## src/rtl/traffic_sensor_conditioner_if.sv

```systemverilog
// Signal bundle between the raw detector inputs, the conditioner and the traffic light FSM.
interface traffic_sensor_conditioner_if;
  logic v_raw;
  logic z_raw;
  logic v_ack;
  logic V;
  logic Z;
  logic v_db;
  logic z_db;

  modport master (output v_raw, z_raw, v_ack, input V, Z, v_db, z_db);
  modport slave  (input v_raw, z_raw, v_ack, output V, Z, v_db, z_db);
endinterface

```

## src/rtl/traffic_sensor_conditioner.sv

```systemverilog
// Synchronize/debounce vehicle and emergency inputs for traffic_light_fsm.
// Optional macro TLC_Z_STRETCH_EN adds a minimum-hold stretch on Z.
module tsc_debounce #(
  parameter int DB_CYCLES = 4
) (
  input  logic clk,
  input  logic rst_n,
  input  logic raw,
  output logic db
);
  localparam int CW = $clog2(DB_CYCLES + 1);

  logic          s1, s2;
  logic [CW-1:0] cnt;

  always_ff @(posedge clk or negedge rst_n) begin
    if (!rst_n) begin
      s1  <= 1'b0;
      s2  <= 1'b0;
      cnt <= '0;
      db  <= 1'b0;
    end else begin
      s1 <= raw;
      s2 <= s1;
      if (s2 == db) begin
        cnt <= '0;
      end else if (cnt == CW'(DB_CYCLES - 1)) begin
        // run of mismatches reached DB_CYCLES: accept the new level
        cnt <= '0;
        db  <= ~db;
      end else begin
        cnt <= cnt + CW'(1);
      end
    end
  end
endmodule

module traffic_sensor_conditioner #(
  parameter int DB_CYCLES   = 4,
  parameter int HOLD_CYCLES = 8
) (
  input  logic                          clk,
  input  logic                          rst_n,
  traffic_sensor_conditioner_if.slave   bus
);
  localparam int NUM_CH = 2;
  localparam logic [0:0] IDLE = 1'b0;
  localparam logic [0:0] PEND = 1'b1;

  if (DB_CYCLES < 1 || HOLD_CYCLES < 1) begin : g_bad_param
    $error("DB_CYCLES and HOLD_CYCLES must be >= 1");
  end

  logic [NUM_CH-1:0] raw, db;
  logic [0:0]        state;
  logic              v_db_q, v_rise;

  // channel 0 = vehicle, channel 1 = emergency
  assign raw = {bus.z_raw, bus.v_raw};

  tsc_debounce #(.DB_CYCLES(DB_CYCLES)) u_ch [NUM_CH-1:0] (
    .clk   (clk),
    .rst_n (rst_n),
    .raw   (raw),
    .db    (db)
  );

  assign v_rise = db[0] & ~v_db_q;

  // set beats ack so a fresh request arriving with an ack is not lost
  always_ff @(posedge clk or negedge rst_n) begin
    if (!rst_n) begin
      state  <= IDLE;
      v_db_q <= 1'b0;
    end else begin
      v_db_q <= db[0];
      if (v_rise)         state <= PEND;
      else if (bus.v_ack) state <= IDLE;
    end
  end

  assign bus.V    = (state == PEND);
  assign bus.v_db = db[0];
  assign bus.z_db = db[1];

`ifdef TLC_Z_STRETCH_EN
  localparam int HW = $clog2(HOLD_CYCLES + 1);
  logic [HW-1:0] hold;

  always_ff @(posedge clk or negedge rst_n) begin
    if (!rst_n)          hold <= '0;
    else if (db[1])      hold <= HW'(HOLD_CYCLES);
    else if (hold != '0) hold <= hold - HW'(1);
  end

  assign bus.Z = db[1] | (hold != '0);
`else
  assign bus.Z = db[1];
`endif
endmodule
```

## src/flat_wrapper.sv

```systemverilog
// flat-port wrapper written by rule: the top's interface ports become plain ports
module traffic_sensor_conditioner_flat 
#(
  parameter int DB_CYCLES   = 4,
  parameter int HOLD_CYCLES = 8
)
  (clk, rst_n, bus_v_raw, bus_z_raw, bus_v_ack, bus_V, bus_Z, bus_v_db, bus_z_db);
  traffic_sensor_conditioner_if bus_i ();
  input  logic clk;
  input  logic rst_n;
  input wire logic [$bits(bus_i.v_raw)-1:0] bus_v_raw;
  input wire logic [$bits(bus_i.z_raw)-1:0] bus_z_raw;
  input wire logic [$bits(bus_i.v_ack)-1:0] bus_v_ack;
  output wire logic [$bits(bus_i.V)-1:0] bus_V;
  output wire logic [$bits(bus_i.Z)-1:0] bus_Z;
  output wire logic [$bits(bus_i.v_db)-1:0] bus_v_db;
  output wire logic [$bits(bus_i.z_db)-1:0] bus_z_db;
  assign bus_i.v_raw = bus_v_raw;
  assign bus_i.z_raw = bus_z_raw;
  assign bus_i.v_ack = bus_v_ack;
  assign bus_V = bus_i.V;
  assign bus_Z = bus_i.Z;
  assign bus_v_db = bus_i.v_db;
  assign bus_z_db = bus_i.z_db;
  traffic_sensor_conditioner #(.DB_CYCLES(DB_CYCLES), .HOLD_CYCLES(HOLD_CYCLES)) u_core (.clk(clk), .rst_n(rst_n), .bus(bus_i));
endmodule
```

## config.mk

```make
export PLATFORM = sky130hd
export DESIGN_NAME = traffic_sensor_conditioner_flat
export DESIGN_NICKNAME = d
export VERILOG_FILES = /design/src/rtl/traffic_sensor_conditioner_if.sv /design/src/rtl/traffic_sensor_conditioner.sv /design/src/flat_wrapper.sv
export SDC_FILE = /design/constraint.sdc
export NUM_CORES = 1
export LEC_CHECK = 0
export ABC_AREA = 1
export CAP_MARGIN = 20
export CORE_MARGIN = 1
export CORE_UTILIZATION = 38
export DETAILED_ROUTE_END_ITERATION = 16
export PLACE_DENSITY = 0.75
export SKIP_CTS_REPAIR_TIMING = 1
export SKIP_LAST_GASP = 1
export SLEW_MARGIN = 20
export SYNTH_ARGS = -nofsm -noshare
export SYNTH_HDL_FRONTEND = slang
export SYNTH_SLANG_ARGS = --single-unit
```

## constraint.sdc

```tcl
create_clock -name clk -period 0.9 [get_ports clk]
set_input_delay 0.09 -clock clk [delete_from_list [all_inputs] [get_ports clk]]
set_output_delay 0.09 -clock clk [all_outputs]
set_load 0.01 [all_outputs]
```

==> impl_metrics.toml <==
[status]
outcome = "complete, but fails checks"
failed_checks = "negative setup slack"

[clocking]
cts.sinks = 14
cts_tree = "built"
clk_latency_ns = 0.27
clkTransAtPathRegs_ns = 0.08
cts_root_buf = "clkbuf_4"
clockBufferDepth = 2
h-tree-depth = 1
cts_buffers = 3

[sta]
final.period_utilization = 1.008
hold_ws_ns = 0.1209
min_period_ns = 0.9073
finalHoldViolations = 0
worst_slew_pin_slew_ns = 0.1695
fin_ws_ns = -0.007284
setup_viol = 2
rsz0062_at_grt = "true"
slew_headroom = 0.8870
fmax_mhz = 1102
skew_ns = 0.001770
drv_slew = 0

[hold_path]
hp-class = "in2async"

[floorplan]
die_h_um = 39.63
fp-row-count = 13
dieArea_um2 = 1570
die_x_um = 39.63
start_util = 0.4135
ios = 9
coreArea_um2 = 1301

[power]
p_per_area_nw_per_um2 = 2885
p_leak_nw = 0.3732
ir_drop_uv = 1304

[route]
wirelength_um = 891
vias = 371
postRouteAntennaNets = 0
viasPerCell = 4.314
dr.pass1.iters = 2
drt_iter0_markers = 3
drc = 0
wl_per_cell_um = 10.36

[synth]
syn_inst = 55
synth_nets = 62
synth_top_family_by_area = "simple AND/OR/NAND/NOR gates"
yosysWarnings = 0
synthesis.area_um2 = 538.0
synth_xor_area_frac = 0
seq_area_frac_synth = 0.6512
synthDistinctLibCells = 10
syn_avg_cell_area_um2 = 9.782
ys_ff_latch = 14
synth_compound_area_frac = 0.01628
synth-adder-area-share = 0.04651
synthMuxAreaShare = 0
yosys.area_share.simple = 0.1953

[place]
pre_cts_slack_ns = -0.1085
dp_hpwl_um = 608.3
dpl_cell_area_um2 = 651.9
gp_congestion = 0.7281
dpl.cell_count = 80
numPortBuffers = 8

[setup_path]
path_class = "reg2out"
slowest_stage = "dfrtp_1"
path_max_fanout = 3
cpLargestDelayFamily = "flip-flops"
cp.arrival_ns = 0.82
crit_required_ns = 0.81
worstPathCellList = "clkbuf_2"
cp_num_buf_inv = 1
startpoint_type = "flip-flop"
crit_start = "u_core.u_ch[1].db"
r2r_start = "u_core.u_ch[1].db"
slowest_delay_ns = 0.41
worstSetupEndpointType = "output pin"

[cells_and_area]
synthToLayoutAreaGrowth_pct = 36.98
instances_no_fill = 86
layout.nets = 79
final_util = 0.5663
drive_gt1_frac = 0.3380
antenna_cells = 0
fin_area_um2 = 737.0

[grt]
grt_pass1_wl_um = 1380
antenna_found_initial = 0
grt_max_degree = 15
grt_pass1_vias = 347
grt_use_total = 0.1441
grt_overflow = 0

[flow_run]
drv_cap = 0
==> power breakdown <==
part	leakage (nW)	switching [W]	total (W)	internal, W
clock network	0.0210	0.000188	0.000434	0.000246
logic	0.176	0.000377	0.000771	0.000394
registers	0.176	0.000128	0.000921	0.000793
total	0.373	0.000693	0.00213	0.00143
==> worst paths after layout <==
kind                       slack, ns  depth (start not counted)                     to
setup reg to reg                0.02                          5  u_core.u_ch[1].cnt[1]
setup / recovery              -0.007                          1               bus_z_db
max in group asynchronous       0.62                          2      u_core.u_ch[1].s2
hold reg to reg                 0.36                          0      u_core.u_ch[1].s2
hold / removal                  0.12                          2  u_core.u_ch[0].cnt[1]
min in group clk                0.25                          1      u_core.u_ch[1].s1
==> cells by family (layout without fill, tap and decap cells) <==
logic type,after synthesis,count (layout)
compound gates,1,1
buf+inv,12,28
simple gates,26,26
fa+ha+maj,2,2
flops,14,14
==> cells in the mapped netlist <==
| cell type | n | share of area |
|---|---|---|
| nand2_1 | 16 | 0.11 |
| dfrtp_1 | 14 | 0.65 |
| inv_1 | 10 | 0.070 |
| nor2_1 | 6 | 0.042 |
| ha_1 | 2 | 0.047 |
| nand2_2 | 2 | 0.023 |
| nand3_1 | 2 | 0.019 |
| buf_4 | 1 | 0.014 |
| inv_2 | 1 | 0.0070 |
| o2bb2ai_1 | 1 | 0.016 |
==> flip-flops by register name, indices dropped and copies added, names as in the netlist <==
register	cells
u_core.u_ch.cnt	6
u_core.u_ch.db	2
u_core.u_ch.s1	2
u_core.u_ch.s2	2
u_core.bus.V	1
u_core.v_db_q	1
==> per-layer routing <==
metal	vias up	wire, µm	global-route usage
met5	-	0	0
met4	0	14	0.1293
met3	2	30	0.01705
met2	7	458	0.2213
met1	169	388	0.1741
li1	193	-	-
==> cell usage in the layout, fill, tap and decap left out <==
master and n:
dfrtp_1 14, nand2_1 11, inv_1 10, nand2_2 5, nor2_1 5, clkdlybuf4s50_1 4, clkbuf_2 4, buf_4 4
clkbuf_4 3, nand2_4 2, nand3_1 2, ha_4 2, inv_2 1, nor2_2 1, o2bb2ai_1 1, clkbuf_8 1
buf_6 1
==> cell type report <==
cell class / instances / area [µm²]
Timing Repair Buffer: 13 / 101.3
Tap cell: 15 / 18.77
Multi-Input combinational cell: 29 / 188.9
Sequential cell: 14 / 350.3
Fill cell: 118 / 564.3
Clock buffer: 4 / 36.28
Inverter: 11 / 41.29
==> metrics by stage <==
stage	power, W	TNS, ns
5_1_grt	0.002294	-0.3273
4_1_cts	0.002014	-1.823
2_1_floorplan	0.001250	0
3_3_place_gp	0.001524	-0.3131
6_report	0.002126	-0.01392
3_5_place_dp	0.001553	-0.4064
Power figures use the tool's default switching activity.
